### src/rtl/branch_resolve_unit.sv
// Pairs fetch-time branch predictions with EX resolutions; flags mispredicts, redirects fetch, trains predictor.
// Latency: all result outputs registered, valid one cycle after i_res_valid.
// Backpressure: o_pred_ready drops when the in-flight queue is full; pushes while full are dropped.
module branch_resolve_unit #(
  parameter int DEPTH = 4,
  parameter int CNT_W = 32
) (
  input  logic             i_clk,
  input  logic             i_rst,
  input  logic             i_pred_valid,
  input  logic [31:0]      i_pred_pc,
  input  logic             i_pred_taken,
  input  logic [31:0]      i_pred_target,
  output logic             o_pred_ready,
  input  logic             i_res_valid,
  input  logic             i_res_is_branch,
  input  logic             i_res_is_jump,
  input  logic             i_res_taken,
  input  logic [31:0]      i_res_target,
  output logic             o_flush,
  output logic [31:0]      o_redirect_pc,
  output logic             o_valid_update,
  output logic [31:0]      o_update_pc,
  output logic             o_actual_taken,
  output logic [31:0]      o_actual_target,
  output logic             o_is_branch,
  output logic             o_is_jump,
  output logic             o_err_underflow,
  output logic [CNT_W-1:0] o_branch_cnt,
  output logic [CNT_W-1:0] o_mispred_cnt
);

  localparam int AW = $clog2(DEPTH);

  // Prediction storage, indexed by the low pointer bits
  logic [31:0]      pc_q  [DEPTH];
  logic [31:0]      tgt_q [DEPTH];
  logic [DEPTH-1:0] taken_q;

  // Pointers carry one extra wrap bit to tell full from empty
  logic [AW:0] wr_ptr_q, wr_ptr_d;
  logic [AW:0] rd_ptr_q, rd_ptr_d;

  logic             flush_q, flush_d;
  logic [31:0]      redirect_q, redirect_d;
  logic             upd_q, upd_d;
  logic [31:0]      upd_pc_q, upd_pc_d;
  logic             act_taken_q, act_taken_d;
  logic [31:0]      act_tgt_q, act_tgt_d;
  logic             is_br_q, is_br_d;
  logic             is_jmp_q, is_jmp_d;
  logic             err_q, err_d;
  logic [CNT_W-1:0] br_cnt_q, br_cnt_d;
  logic [CNT_W-1:0] mis_cnt_q, mis_cnt_d;

  logic        empty, full, push, pop, underflow, mispred, push_en;
  logic [31:0] head_pc, head_tgt;
  logic        head_taken;

  assign empty      = (wr_ptr_q == rd_ptr_q);
  assign full       = (wr_ptr_q[AW] != rd_ptr_q[AW]) && (wr_ptr_q[AW-1:0] == rd_ptr_q[AW-1:0]);
  assign head_pc    = pc_q[rd_ptr_q[AW-1:0]];
  assign head_tgt   = tgt_q[rd_ptr_q[AW-1:0]];
  assign head_taken = taken_q[rd_ptr_q[AW-1:0]];
  assign push       = i_pred_valid && !full;
  assign pop        = i_res_valid && !empty;
  assign underflow  = i_res_valid && empty;
  assign mispred    = (head_taken != i_res_taken) || (i_res_taken && (head_tgt != i_res_target));
  // A mispredict wipes the queue, so a same-cycle push is wrong-path and is discarded
  assign push_en    = push && !(pop && mispred);

  // Next-state for pointers, result registers, sticky error and statistics
  always_comb begin
    wr_ptr_d    = wr_ptr_q;
    rd_ptr_d    = rd_ptr_q;
    flush_d     = 1'b0;
    redirect_d  = redirect_q;
    upd_d       = 1'b0;
    upd_pc_d    = upd_pc_q;
    act_taken_d = act_taken_q;
    act_tgt_d   = act_tgt_q;
    is_br_d     = is_br_q;
    is_jmp_d    = is_jmp_q;
    err_d       = err_q;
    br_cnt_d    = br_cnt_q;
    mis_cnt_d   = mis_cnt_q;

    if (push_en) begin
      wr_ptr_d = wr_ptr_q + 1'b1;
    end

    if (pop) begin
      upd_d       = 1'b1;
      upd_pc_d    = head_pc;
      act_taken_d = i_res_taken;
      act_tgt_d   = i_res_target;
      // Neither flag set is handled as a conditional branch
      is_br_d     = i_res_is_branch || !i_res_is_jump;
      is_jmp_d    = i_res_is_jump;
      if (br_cnt_q != '1) begin
        br_cnt_d = br_cnt_q + 1'b1;
      end
      if (mispred) begin
        flush_d    = 1'b1;
        redirect_d = i_res_taken ? i_res_target : (head_pc + 32'd4);
        rd_ptr_d   = wr_ptr_q;
        if (mis_cnt_q != '1) begin
          mis_cnt_d = mis_cnt_q + 1'b1;
        end
      end else begin
        rd_ptr_d = rd_ptr_q + 1'b1;
      end
    end else if (underflow) begin
      flush_d    = 1'b1;
      redirect_d = i_res_taken ? i_res_target : 32'd0;
      err_d      = 1'b1;
    end
  end

  // Control and result state, returned to idle on reset
  always_ff @(posedge i_clk) begin
    if (i_rst) begin
      wr_ptr_q    <= '0;
      rd_ptr_q    <= '0;
      flush_q     <= 1'b0;
      redirect_q  <= '0;
      upd_q       <= 1'b0;
      upd_pc_q    <= '0;
      act_taken_q <= 1'b0;
      act_tgt_q   <= '0;
      is_br_q     <= 1'b0;
      is_jmp_q    <= 1'b0;
      err_q       <= 1'b0;
      br_cnt_q    <= '0;
      mis_cnt_q   <= '0;
    end else begin
      wr_ptr_q    <= wr_ptr_d;
      rd_ptr_q    <= rd_ptr_d;
      flush_q     <= flush_d;
      redirect_q  <= redirect_d;
      upd_q       <= upd_d;
      upd_pc_q    <= upd_pc_d;
      act_taken_q <= act_taken_d;
      act_tgt_q   <= act_tgt_d;
      is_br_q     <= is_br_d;
      is_jmp_q    <= is_jmp_d;
      err_q       <= err_d;
      br_cnt_q    <= br_cnt_d;
      mis_cnt_q   <= mis_cnt_d;
    end
  end

  // Payload write; contents are only read behind valid pointers so no reset needed
  always_ff @(posedge i_clk) begin
    if (push_en && !i_rst) begin
      pc_q[wr_ptr_q[AW-1:0]]    <= i_pred_pc;
      tgt_q[wr_ptr_q[AW-1:0]]   <= i_pred_target;
      taken_q[wr_ptr_q[AW-1:0]] <= i_pred_taken;
    end
  end

  assign o_pred_ready    = !full;
  assign o_flush         = flush_q;
  assign o_redirect_pc   = redirect_q;
  assign o_valid_update  = upd_q;
  assign o_update_pc     = upd_pc_q;
  assign o_actual_taken  = act_taken_q;
  assign o_actual_target = act_tgt_q;
  assign o_is_branch     = is_br_q;
  assign o_is_jump       = is_jmp_q;
  assign o_err_underflow = err_q;
  assign o_branch_cnt    = br_cnt_q;
  assign o_mispred_cnt   = mis_cnt_q;

endmodule
### config.mk
export PLATFORM = sky130hd
export DESIGN_NAME = branch_resolve_unit
export DESIGN_NICKNAME = d
export VERILOG_FILES = /design/src/rtl/branch_resolve_unit.sv
export SDC_FILE = /design/constraint.sdc
export NUM_CORES = 1
export LEC_CHECK = 0
export ABC_AREA = 0
export CAP_MARGIN = 20
export CORE_ASPECT_RATIO = 0.5
export CORE_MARGIN = 5
export CORE_UTILIZATION = 25
export CTS_BUF_LIST = sky130_fd_sc_hd__clkbuf_2 sky130_fd_sc_hd__clkbuf_4 sky130_fd_sc_hd__clkbuf_8
export CTS_CLUSTER_DIAMETER = 40
export DETAILED_ROUTE_END_ITERATION = 8
export GPL_ROUTABILITY_DRIVEN = 0
export HOLD_SLACK_MARGIN = 0.06
export PLACE_DENSITY = 0.41
export SYNTH_ARGS = -nofsm -noshare
export SYNTH_HDL_FRONTEND = slang
export SYNTH_SLANG_ARGS = --single-unit
### constraint.sdc
create_clock -name i_clk -period 16.1 [get_ports i_clk]
set_input_delay 2.415 -clock i_clk [delete_from_list [all_inputs] [get_ports i_clk]]
set_output_delay 2.415 -clock i_clk [all_outputs]
set_load 0.01 [all_outputs]
* Yosys cells after proc, flatten, opt, wreduce, memory -nomap -nowiden
Memory sizes are Yosys's and may differ from the RTL's. A register that Yosys moved wholly into a read port is not among the register bits. Cells that the tools add are included.
Word-level totals: logic and storage cells 75, memory bits (writable) 256, memories kept 2, output and inout bits 167, register bits after elaboration 176, input bits 104
Cells by class: bitwise operators 1, add/sub/neg operators 5, order comparisons 3, equal/unequal tests 8, reductions and logical operators 21, multiplexer cells 21
Memories:
- pc_q | words 4, bits a word 32, rd ports 1, clocked after memory_dff 1, write ports 1, RTL line 36 | logic [31:0] pc_q [DEPTH];
- tgt_q | words 4, bits a word 32, rd ports 1, clocked after memory_dff 1, write ports 1, RTL line 37 | logic [31:0] tgt_q [DEPTH];
Operators with widths (count):
- $mux W32 | 5
- $add A32 B1 Y32 const B | 2
- $ne A32 B32 Y1 const B | 2
- $add A32 B3 Y32 const B | 1
- $ne A32 B32 Y1 | 1
- $logic_and A1 B1 Y1 | 9
- $mux W1 | 8
- $mux W2 | 4
- $add A3 B1 Y3 const B | 2
- $lt A2 B3 Y1 const B | 2
- $reduce_and A2 Y1 | 3
- $logic_not A1 Y1 | 5
- $bwmux W4 | 1
- $eq A3 B3 Y1 | 1
- $mux W3 | 1
- $reduce_and A3 Y1 | 1
- $bmux W1 S2 | 1
- $demux W1 S2 | 1
- $eq A2 B2 Y1 | 1
- $ge A2 B1 Y1 const B | 1
- $logic_or A1 B1 Y1 | 2
- $ne A1 B1 Y1 | 2
- $ne A2 B1 Y1 const B | 1
- $reduce_bool A2 Y1 | 1
- $not A1 Y1 | 1

* Logic depth before layout (Yosys ltp)
Gate-level depths: netlist of run 1.
depth in word-level cells 10, mapped depth 15, gate-level depth less buffers 9

* Least setup slack after synthesis of run 1
Ideal clock, no wire load.
kind input-to-reg, start input i_res_target[14], end memory pc_q[0][0] (enable), path buffers 1, data arrival time 8663 ps, setup time 582 ps, required time 15518 ps, cell stages on the path 9, path slack 6855 ps, path through inv_1 nor2_1 a2111o_1 a311oi_1 and4b_1 a31o_1 buf_6 o21ai_1 nor3b_1
On the way: longest elaborated chain between the ends 9
RTL lines:
- start, declared | RTL line 19 | input logic [31:0] i_res_target,
- $ne A32 B32 Y1 | RTL line 68 | assign mispred = (head_taken != i_res_taken) || (i_res_taken && (head_tgt != i_res_target));
- $logic_and A1 B1 Y1 | RTL line 68
- $logic_or A1 B1 Y1 | RTL line 68
- $logic_and A1 B1 Y1 | RTL line 70 | assign push_en = push && !(pop && mispred);
- $logic_not A1 Y1 | RTL line 70
- $logic_and A1 B1 Y1 | RTL line 70
- $logic_and A1 B1 Y1 | RTL line 155 | if (push_en && !i_rst) begin
- $mux W1 | RTL line 155
- $mux W1 (not written as such) | RTL line 156 | pc_q[wr_ptr_q[AW-1:0]] <= i_pred_pc;
- end, declared | RTL line 36
No other way between the ends.

* Worst setup path in the final report of run 1
start input i_res_target[27], end memory tgt_q[1][22] (enable)
On the way: longest elaborated chain between the ends 9
RTL lines:
- $ne A32 B32 Y1 | RTL line 68
- $logic_and A1 B1 Y1 | RTL line 68
- $logic_or A1 B1 Y1 | RTL line 68
- $logic_and A1 B1 Y1 | RTL line 70
- $logic_not A1 Y1 | RTL line 70
- $logic_and A1 B1 Y1 | RTL line 70
- $logic_and A1 B1 Y1 | RTL line 155
- $mux W1 | RTL line 155
- $mux W1 (not written as such) | RTL line 157 | tgt_q[wr_ptr_q[AW-1:0]] <= i_pred_target;
- end, declared | RTL line 37
No other way between the ends.

==> impl_metrics.py, run 1 <==
metrics = {
    "run_status": {
        "outcome": "finished, final reports clean",
    },
    "synth": {
        "synth-compound-area-share_pct": 8.55,
        "synth_adder_area_share_pct": 0.556,
        "syn_area_per_cell_um2": 12.9,
        "synth-seq-area-share_pct": 62.7,
        "synth_cell_types": 69,
        "synth_nets": 1506,
        "synth_area_leaders": "edfxtp_1 (43%), dfxtp_1 (19%), mux4_2 (6.4%)",
        "synth_top_family_by_area": "simple AND/OR/NAND/NOR gates",
        "synth-async-reset-ratio_pct": 0,
        "synth_common_cells": "edfxtp_1 (260), nand2_1 (185), dfxtp_1 (174)",
        "yosysWarnings": 0,
        "synth_top_area_cell": "edfxtp_1",
        "syn-instance-count": 1394,
        "ys.flop_type": "edfxtp_1",
        "synthMuxAreaShare_pct": 8.58,
        "yosys.area_share.simple_pct": 12.2,
        "syn_area_um2": 18000,
        "synth.most_common_cell": "edfxtp_1",
        "synth.top_cell.area_share_pct": 43.4,
        "yosys.area_share.xor_xnor_pct": 4.52,
        "synth_edf_count": 260,
        "ys_ff_latch": 434,
    },
    "cells_and_area": {
        "fill_cells": 7206,
        "drive_above_1_share_pct": 15.2,
        "multi_input_area_um2": 6240,
        "nNetsFinal": 1794,
        "final_core_util_pct": 32.6,
        "syn2layout_area_growth_pct": 28.8,
        "seqCellArea_um2": 11300,
    },
    "die": {
        "fp.dieH_um": 200,
        "num_rows": 69,
        "die_area_um2": 77800,
        "ios": 271,
        "start_util_pct": 25.3,
        "core_um2": 71100,
        "fp.dieW_um": 390,
    },
    "pwr": {
        "switching_share_pct": 33.0,
        "p_per_area_nw_per_um2": 142,
        "vdd_drop_max_v": 0.0000615,
        "seq_power_share_pct": 41.7,
        "clockPowerShare_pct": 31.9,
        "power_mw": 3.28,
        "p_leak_nw": 7.42,
        "switchingPower_mw": 1.08,
        "internal-power_mw": 2.20,
        "combPwrFrac_pct": 26.5,
    },
    "global_routing": {
        "grt_pass1_wl_um": 85800,
        "grt-ovfl-total": 0,
        "grtUsageTotal_pct": 15.0,
        "grt_max_degree": 76,
        "grt_pass1_vias": 12000,
        "antenna_found_initial": 4,
    },
    "clock_network": {
        "postCtsResizedCells": 0,
        "clk_pin_slew_worst_paths_ns": 0.06,
        "root_buffer": "clkbuf_8",
        "htree_levels": 3,
        "numCtsBuffers": 73,
        "holdBufCountCts": 0,
        "clk-insertion-delay-late_ns": 0.66,
        "cts_num_sinks": 434,
        "cts_buffer_depth": 3,
        "cts_tree": "built",
        "post_cts_buffers": 0,
    },
    "worst_setup_path": {
        "crit_type": "in -> reg",
        "required_ns": 16.37,
        "startpoint_type": "primary input",
        "end_kind": "register",
        "crit_family": "compound AO/OA/AOI/OAI gates",
        "crit_slowest_cell": "clkdlybuf4s50_1",
        "worst_path_most_repeated_cell": "buf_4",
        "regToRegSetupSlack_ns": 10.06,
        "r2r_end": "tgt_q[1][22]",
        "path_buf_inv": 3,
        "reg2reg_depth": 11,
        "slowest_delay_ns": 0.63,
        "startpoint": "i_res_target[27]",
        "cp.arrival_ns": 6.67,
        "cp_max_fo": 40,
        "crit_chain": "clkdlybuf4s50_1 > xor2_1 > o21ai_0 > a221o_1 > o31ai_1 > a31o_1 > o21ai_1 > nor3b_2 > buf_4 > buf_4",
    },
    "place": {
        "io_buffer_count": 270,
        "dpl.hpwl_um": 42600,
        "pre_cts_ws_ns": 9.03,
    },
    "route": {
        "route.detailed.drc": 0,
        "wl_um": 60500,
        "drt_pass1_iterations": 5,
        "vias": 12200,
        "wl_per_cell_um": 22.4,
        "vias_per_cell": 4.50,
        "ant_nets": 0,
        "dr.first_iter.drc_count": 816,
    },
    "min_path": {
        "holdPathEnd": "o_actual_target[23]",
        "holdCritPathClass": "reg -> reg",
        "hold_depth": 2,
        "hp-start": "o_actual_target[23]",
    },
    "sta": {
        "slew_headroom_pct": 24.3,
        "skew_ns": 0.0470,
        "finalHoldViolations": 0,
        "rsz0062_at_grt": "false",
        "min_period_ns": 6.40,
        "worst_slew_pin_slew_ns": 1.13,
        "tns_ns": 0,
        "fin_crit_sh_pct": 39.8,
        "drv_slew": 0,
        "hold_slack_ns": 0.453,
        "setup_slack_ns": 9.70,
        "fmax_mhz": 156,
        "setup_viol": 0,
    },
    "flow_run": {
        "max-cap-violations": 0,
    },
}
-- cell usage in the layout, fill, tap and decap left out, types with 35 or more instances in the layout --
cell type / instances
clkdlybuf4s50_1: 268
edfxtp_1: 260
nand2_1: 184
dfxtp_1: 172
a21oi_1: 105
nor2_1: 94
clkbuf_8: 81
mux4_2: 51
xor2_1: 51
xnor2_1: 42
nand3_1: 35
-- worst reg2reg max path, cell delays in order, from the launching register on --
cell	delay, ns
dfxtp_4	0.81
buf_4	0.74
mux2i_1	0.48
xor2_1	0.17
o21ai_0	0.09
a221o_1	0.27
o31ai_1	0.61
a31o_1	0.58
o21ai_1	0.36
nor3b_2	0.48
buf_4	0.42
buf_4	0.62
-- power groups by stage --
stage | logic [mW] | clock network [mW] | registers, mW
after CTS | 0.886 | 1.09 | 1.37
after global routing | 0.932 | 1.14 | 1.38
final | 0.869 | 1.05 | 1.37
after floorplan | 0.495 | 0 | 1.39
after detailed placement | 0.883 | 0 | 1.39
after global placement | 0.892 | 0 | 1.39
-- cell families after synthesis --
| family | Yosys count |
|---|---|
| DFF | 434 |
| buffers and inverters | 94 |
| adders and majority gates | 8 |
| xor gates and xnor gates | 93 |
| AOI/OAI and AO/OA | 221 |
| muxes | 90 |
| and+or+nand+nor | 454 |
-- registers in the layout, summed over array words and instances, names as in the netlist, 4 cells and up, named ones only --
| name | cells |
|---|---|
| o_mispred_cnt | 32 |
| o_branch_cnt | 32 |
| tgt_q | 128 |
| o_actual_target | 32 |
| taken_q | 4 |
| pc_q | 128 |
| o_update_pc | 32 |
| o_redirect_pc | 32 |
-- cell type report --
class | instances | area share [%]
Sequential cell | 434 | 48.7
Multi-Input combinational cell | 866 | 26.9
Inverter | 18 | 0.291
Antenna cell | 3 | 0.0324
Clock inverter | 28 | 0.982
Timing Repair Buffer | 289 | 12.3
Clock buffer | 107 | 5.65
Tap cell | 958 | 5.17
-- worst max path at each step --
stage,endpoint,slack [ns],cells after the start
floorplan,pc_q[0][0],6.86,9
global placement,tgt_q[1][12],9.08,10
detailed placement,tgt_q[1][0],9.03,10
CTS,tgt_q[1][8],9.74,10
global route,tgt_q[1][22],9.53,10
finish,tgt_q[1][22],9.70,10
-- through the flow --
step	cells	instance area, um^2
CTS	2700	23200
global route	2703	23200
global placement	2565	21600
floorplan	1394	18000
detailed placement	2565	21600
finish	2703	23200
-- metal layers --
metal / share of wire (%) / GRT usage, %
met1: 45 / 19.6
met2: 50 / 25.8
met3: 3.7 / 2.94
met4: 1.8 / 3.90
met5: 0.021 / 0
No activity file was read; power rests on OpenSTA's default activity.
==> run 2, diff against run 1 <==
==> constraint.sdc (replaced) <==
create_clock -name i_clk -period 6.15 [get_ports i_clk]
set_input_delay 0.9225 -clock i_clk [delete_from_list [all_inputs] [get_ports i_clk]]
set_output_delay 0.9225 -clock i_clk [all_outputs]
set_load 0.01 [all_outputs]
==> run 2 against run 1 <==
  * Clock power grew to 2.6 times the previous value
  * Highest routed layer is now met4
  * Global-route usage shrank 0.17 points
  * Die area is the same
  * Clock skew grew 0.00096 ns
  * Setup slack got worse by 8.3 ns
==> impl_metrics.py, run 2 (synthesized netlist as in run 1, its figures left out) <==
metrics = {
    "pwr": {
        "p_leak_nw": 7.40,
        "vdd_drop_max_v": 0.000143,
        "internal-power_mw": 5.77,
        "seq_power_share_pct": 42.1,
        "switchingPower_mw": 2.75,
        "combPwrFrac_pct": 26.1,
        "clockPowerShare_pct": 31.8,
        "switching_share_pct": 32.3,
        "p_per_area_nw_per_um2": 368,
    },
    "route": {
        "drt_pass1_iterations": 5,
        "vias_per_cell": 4.48,
        "route.detailed.drc": 0,
        "ant_nets": 0,
        "vias": 12100,
        "dr.first_iter.drc_count": 728,
        "wl_um": 59700,
        "wl_per_cell_um": 22.1,
    },
    "worst_setup_path": {
        "regToRegSetupSlack_ns": 1.44,
        "slowest_delay_ns": 0.76,
        "cp.arrival_ns": 4.96,
        "reg2reg_depth": 8,
        "end_kind": "register",
        "crit_type": "reg -> reg",
        "cp_max_fo": 41,
        "r2r_end": "pc_q[0][11]",
        "crit_chain": "mux4_2 > xor2_1 > nor4_1 > and4b_1 > a31o_1 > o21ai_1 > nor3b_2 > buf_4",
        "path_buf_inv": 1,
        "crit_family": "simple AND/OR/NAND/NOR gates",
        "crit_slowest_cell": "dfxtp_4",
        "required_ns": 6.40,
        "startpoint_type": "register",
    },
    "flow_run": {
        "max-cap-violations": 0,
    },
    "sta": {
        "skew_ns": 0.0480,
        "min_period_ns": 4.71,
        "tns_ns": 0,
        "slew_headroom_pct": 34.5,
        "setup_viol": 0,
        "finalHoldViolations": 0,
        "setup_slack_ns": 1.44,
        "fin_crit_sh_pct": 76.6,
        "rsz0062_at_grt": "false",
        "drv_slew": 0,
        "worst_slew_pin_slew_ns": 0.982,
        "fmax_mhz": 212,
    },
    "cells_and_area": {
        "drive_above_1_share_pct": 15.0,
        "layout_commonest_cell": "clkdlybuf4s50_1",
        "final_cell_mix": "clkdlybuf4s50_1 (268), edfxtp_1 (260), nand2_1 (184)",
        "nNetsFinal": 1793,
        "fill_cells": 7158,
        "syn2layout_area_growth_pct": 28.8,
        "fin_area_um2": 23200,
    },
    "min_path": {
        "hp-start": "o_actual_target[15]",
        "holdCritPathClass": "reg -> reg",
        "holdPathEnd": "o_actual_target[15]",
        "hold_depth": 2,
    },
    "global_routing": {
        "grt_pass1_wl_um": 85700,
        "grt-ovfl-total": 0,
        "grt_max_degree": 74,
        "antenna_found_initial": 1,
        "grtUsageTotal_pct": 14.8,
        "grt_pass1_vias": 12200,
    },
    "die": {
        "fp.dieH_um": 200,
        "fp.dieW_um": 390,
        "start_util_pct": 25.3,
        "die_area_um2": 77800,
        "ios": 271,
        "core_um2": 71100,
        "num_rows": 69,
    },
    "clock_network": {
        "cts_num_sinks": 434,
        "numCtsBuffers": 72,
        "root_buffer": "clkbuf_8",
        "holdBufCountCts": 0,
        "post_cts_buffers": 0,
        "postCtsResizedCells": 0,
        "cts_tree": "built",
        "cts_buffer_depth": 3,
        "clk_pin_slew_worst_paths_ns": 0.06,
        "clk-insertion-delay-late_ns": 0.66,
        "htree_levels": 3,
    },
    "place": {
        "dpl-instance-area_um2": 21700,
        "dpl.hpwl_um": 41300,
        "pre_cts_ws_ns": 1.23,
        "io_buffer_count": 270,
    },
    "run_status": {
        "outcome": "finished, final reports clean",
    },
}
run 2: changes by cell type in the layout (fill, tap and decap cells not counted), sizes merged:
cell / previous run / this run
inv: 25 / 20
clkbuf: 107 / 116
diode: 3 / 1
clkinv: 16 / 8
run 2: layout make-up:
type,count,area (um^2),area share (%)
Multi-Input combinational cell,866,6240,26.9
Tap cell,958,1200,5.17
Clock buffer,116,1360,5.86
Sequential cell,434,11300,48.7
Timing Repair Buffer,289,2880,12.4
Inverter,18,67.6,0.291
Antenna cell,1,2.50,0.0108
Clock inverter,15,148,0.637
run 2: through the flow:
| step | utilization (%) | instances | hold slack [ns] | power (mW) |
|---|---|---|---|---|
| detailed placement | 30.5 | 2565 | 0.446 | 5.94 |
| global placement | 30.5 | 2565 | 0.442 | 5.94 |
| finish | 32.6 | 2697 | 0.453 | 8.53 |
| global route | 32.6 | 2697 | 0.470 | 8.98 |
| CTS | 32.6 | 2696 | 0.454 | 8.70 |
| floorplan | - | 1394 | 0.457 | 4.92 |
run 2: per-layer routing:
metal	routed length [um]	vias to the layer above	GRT usage, %
met2	30400	178	25.9
met1	26500	6097	19.2
met4	849	0	3.57
met5	0	-	0
met3	1970	63	2.80
li1	-	5747	-
run 2: worst max path at each step:
| stage | slack, ns | startpoint | cells past startpoint | endpoint |
|---|---|---|---|---|
| 6_report | 1.44 | register | 8 | pc_q[0][11] |
| 5_1_grt | 1.12 | register | 8 | pc_q[0][21] |
| 4_1_cts | 1.44 | register | 8 | pc_q[0][20] |
| 3_5_place_dp | 1.23 | i_res_target[27] | 9 | tgt_q[0][0] |
| 3_3_place_gp | 1.31 | i_res_target[27] | 9 | tgt_q[0][0] |
| 2_1_floorplan | -1.60 | i_res_target[14] | 9 | pc_q[0][0] |
run 2: power by group through the flow:
stage	clock network, mW	registers [mW]	logic (mW)
after floorplan	0	3.63	1.29
after global placement	0	3.66	2.28
after detailed placement	0	3.67	2.27
after CTS	2.81	3.61	2.28
after global routing	2.95	3.63	2.40
final	2.71	3.59	2.23
run 2: worst register-to-register path, stage by stage (launching register included):
cell and delay (ns):
dfxtp_4 0.76, mux4_2 0.74, xor2_1 0.18, nor4_1 0.47, and4b_1 0.39, a31o_1 0.51
o21ai_1 0.34, nor3b_2 0.30, buf_4 0.57
==> run 3, diff against run 2 <==
==> constraint.sdc (replaced) <==
create_clock -name i_clk -period 4.7 [get_ports i_clk]
set_input_delay 0.705 -clock i_clk [delete_from_list [all_inputs] [get_ports i_clk]]
set_output_delay 0.705 -clock i_clk [all_outputs]
set_load 0.01 [all_outputs]
==> run 3 against run 2 <==
  * Critical endpoint is now tgt_q[3][29]
  * Non-clock buffer count grew 15
  * Sequential power is 30% higher
  * Largest power group unchanged
  * Wire length fell by 0.56%
  * Highest routed layer is now met5
  * Maximum frequency rose by 13%
  * Total power increased by 33%
  * Sequential share of layout area decreased by 0.53 points
==> impl_metrics.py, run 3 (synthesized netlist as in run 1, its figures left out) <==
metrics = {
    "run_status": {
        "outcome": "finished, final reports clean",
    },
    "global_routing": {
        "grtUsageTotal_pct": 14.8,
        "grt_pass1_vias": 12400,
        "grt_max_degree": 89,
        "grt_pass1_wl_um": 85500,
        "grt-ovfl-total": 0,
        "antenna_found_initial": 4,
    },
    "flow_run": {
        "max-cap-violations": 0,
    },
    "min_path": {
        "hp-start": "o_actual_target[28]",
        "hold_depth": 2,
        "holdPathEnd": "o_actual_target[28]",
        "holdCritPathClass": "reg -> reg",
    },
    "clock_network": {
        "clk_pin_slew_worst_paths_ns": 0.06,
        "cts_num_sinks": 434,
        "root_buffer": "clkbuf_8",
        "numCtsBuffers": 74,
        "post_cts_buffers": 0,
        "htree_levels": 3,
        "clk-insertion-delay-late_ns": 0.67,
        "cts_buffer_depth": 3,
        "holdBufCountCts": 0,
        "postCtsResizedCells": 0,
        "cts_tree": "built",
    },
    "route": {
        "wl_um": 59400,
        "vias_per_cell": 4.46,
        "ant_nets": 0,
        "wl_met2_um": 29900,
        "top_layer": "met5",
        "wl_per_cell_um": 21.9,
        "wl_met1_um": 25300,
        "routed-wl-met3_um": 2730,
        "vias": 12100,
        "dr.first_iter.drc_count": 739,
        "route.detailed.drc": 0,
        "drt_pass1_iterations": 5,
    },
    "cells_and_area": {
        "layout_commonest_cell": "clkdlybuf4s50_1",
        "fill_cells": 7216,
        "syn2layout_area_growth_pct": 30.2,
        "fin_cells": 2718,
        "drive_above_1_share_pct": 15.9,
        "final_cell_mix": "clkdlybuf4s50_1 (268), edfxtp_1 (260), nand2_1 (184)",
        "final_core_util_pct": 33.0,
        "nNetsFinal": 1810,
    },
    "worst_setup_path": {
        "end_kind": "register",
        "cp_max_fo": 58,
        "crit_type": "reg -> reg",
        "startpoint_type": "register",
        "required_ns": 5.00,
        "cp.arrival_ns": 4.48,
        "r2r_end": "tgt_q[3][29]",
        "regToRegSetupSlack_ns": 0.52,
        "reg2reg_depth": 8,
    },
    "sta": {
        "fin_crit_sh_pct": 89.0,
        "drv_slew": 0,
        "setup_slack_ns": 0.518,
        "skew_ns": 0.0325,
        "min_period_ns": 4.18,
        "fmax_mhz": 239,
        "hold_slack_ns": 0.453,
        "finalHoldViolations": 0,
        "slew_headroom_pct": 34.7,
        "rsz0062_at_grt": "false",
        "setup_viol": 0,
        "worst_slew_pin_slew_ns": 0.973,
    },
    "die": {
        "die_area_um2": 77800,
        "core_um2": 71100,
        "fp.dieW_um": 390,
        "fp.dieH_um": 200,
        "num_rows": 69,
        "ios": 271,
        "start_util_pct": 25.3,
    },
    "pwr": {
        "switching_share_pct": 32.1,
        "clockPowerShare_pct": 32.2,
        "power_mw": 11.3,
        "switchingPower_mw": 3.63,
        "p_leak_nw": 7.55,
        "vdd_drop_max_v": 0.000192,
        "combPwrFrac_pct": 26.6,
        "seq_power_share_pct": 41.3,
        "internal-power_mw": 7.69,
        "p_per_area_nw_per_um2": 483,
    },
    "place": {
        "io_buffer_count": 270,
        "pre_cts_ws_ns": 0.380,
        "placed_cells": 2580,
        "dpl.hpwl_um": 41500,
    },
}
run 3: cell types whose count changed in the layout (fill, tap and decap cells not counted), moves of 2 or more:
cell and delta:
clkinvlp_4 -2, buf_4 +11, nor3b_4 +4, buf_12 +4
clkinv_2 +2, nor3b_2 -4
run 3: how the worst max path moves through the flow:
stage,startpoint,endpoint,slack [ns],cells after the start
2_1_floorplan,register,pc_q[0][0],-0.74,11
3_3_place_gp,i_res_target[27],tgt_q[2][0],0.43,9
3_5_place_dp,i_res_target[27],pc_q[2][21],0.38,9
4_1_cts,register,tgt_q[2][9],0.51,9
5_1_grt,register,tgt_q[2][0],0.26,9
6_report,register,tgt_q[3][29],0.52,8
run 3: layer usage:
layer | vias to the layer above | track usage (%)
li1 | 5777 | -
met4 | 4 | 4.68
met5 | - | 0
met2 | 220 | 26.0
met3 | 85 | 3.44
met1 | 6049 | 18.3
run 3: power by group through the flow:
stage | clock network (mW) | logic (mW) | registers (mW)
after floorplan | 0 | 1.70 | 4.73
after global placement | 0 | 3.08 | 4.75
after detailed placement | 0 | 3.06 | 4.76
after CTS | 3.79 | 3.07 | 4.68
after global routing | 3.97 | 3.24 | 4.71
final | 3.64 | 3.01 | 4.67
run 3: worst max-delay path, stage by stage, from the launching register on:
cell	delay [ns]
dfxtp_4	0.70
mux4_2	0.66
xor2_1	0.18
nor4_1	0.45
and4b_1	0.37
a31o_1	0.28
o21ai_1	0.33
nor3b_4	0.35
buf_12	0.32
run 3: layout make-up:
class	instances	area (um^2)	area share [%]
clock buffer	116	1370	5.82
tap	958	1200	5.11
multi-input combinational	866	6260	26.7
timing repair buffer	304	3040	13.0
antenna	2	5.00	0.0213
sequential	434	11300	48.2
clock inverter	20	205	0.875
inverter	18	67.6	0.288
run 3: through the flow:
step / area [um^2] / setup TNS, ns
3_5_place_dp: 21900 / 0
4_1_cts: 23400 / 0
3_3_place_gp: 21900 / 0
6_report: 23400 / 0
5_1_grt: 23400 / 0
2_1_floorplan: 18000 / -192.61
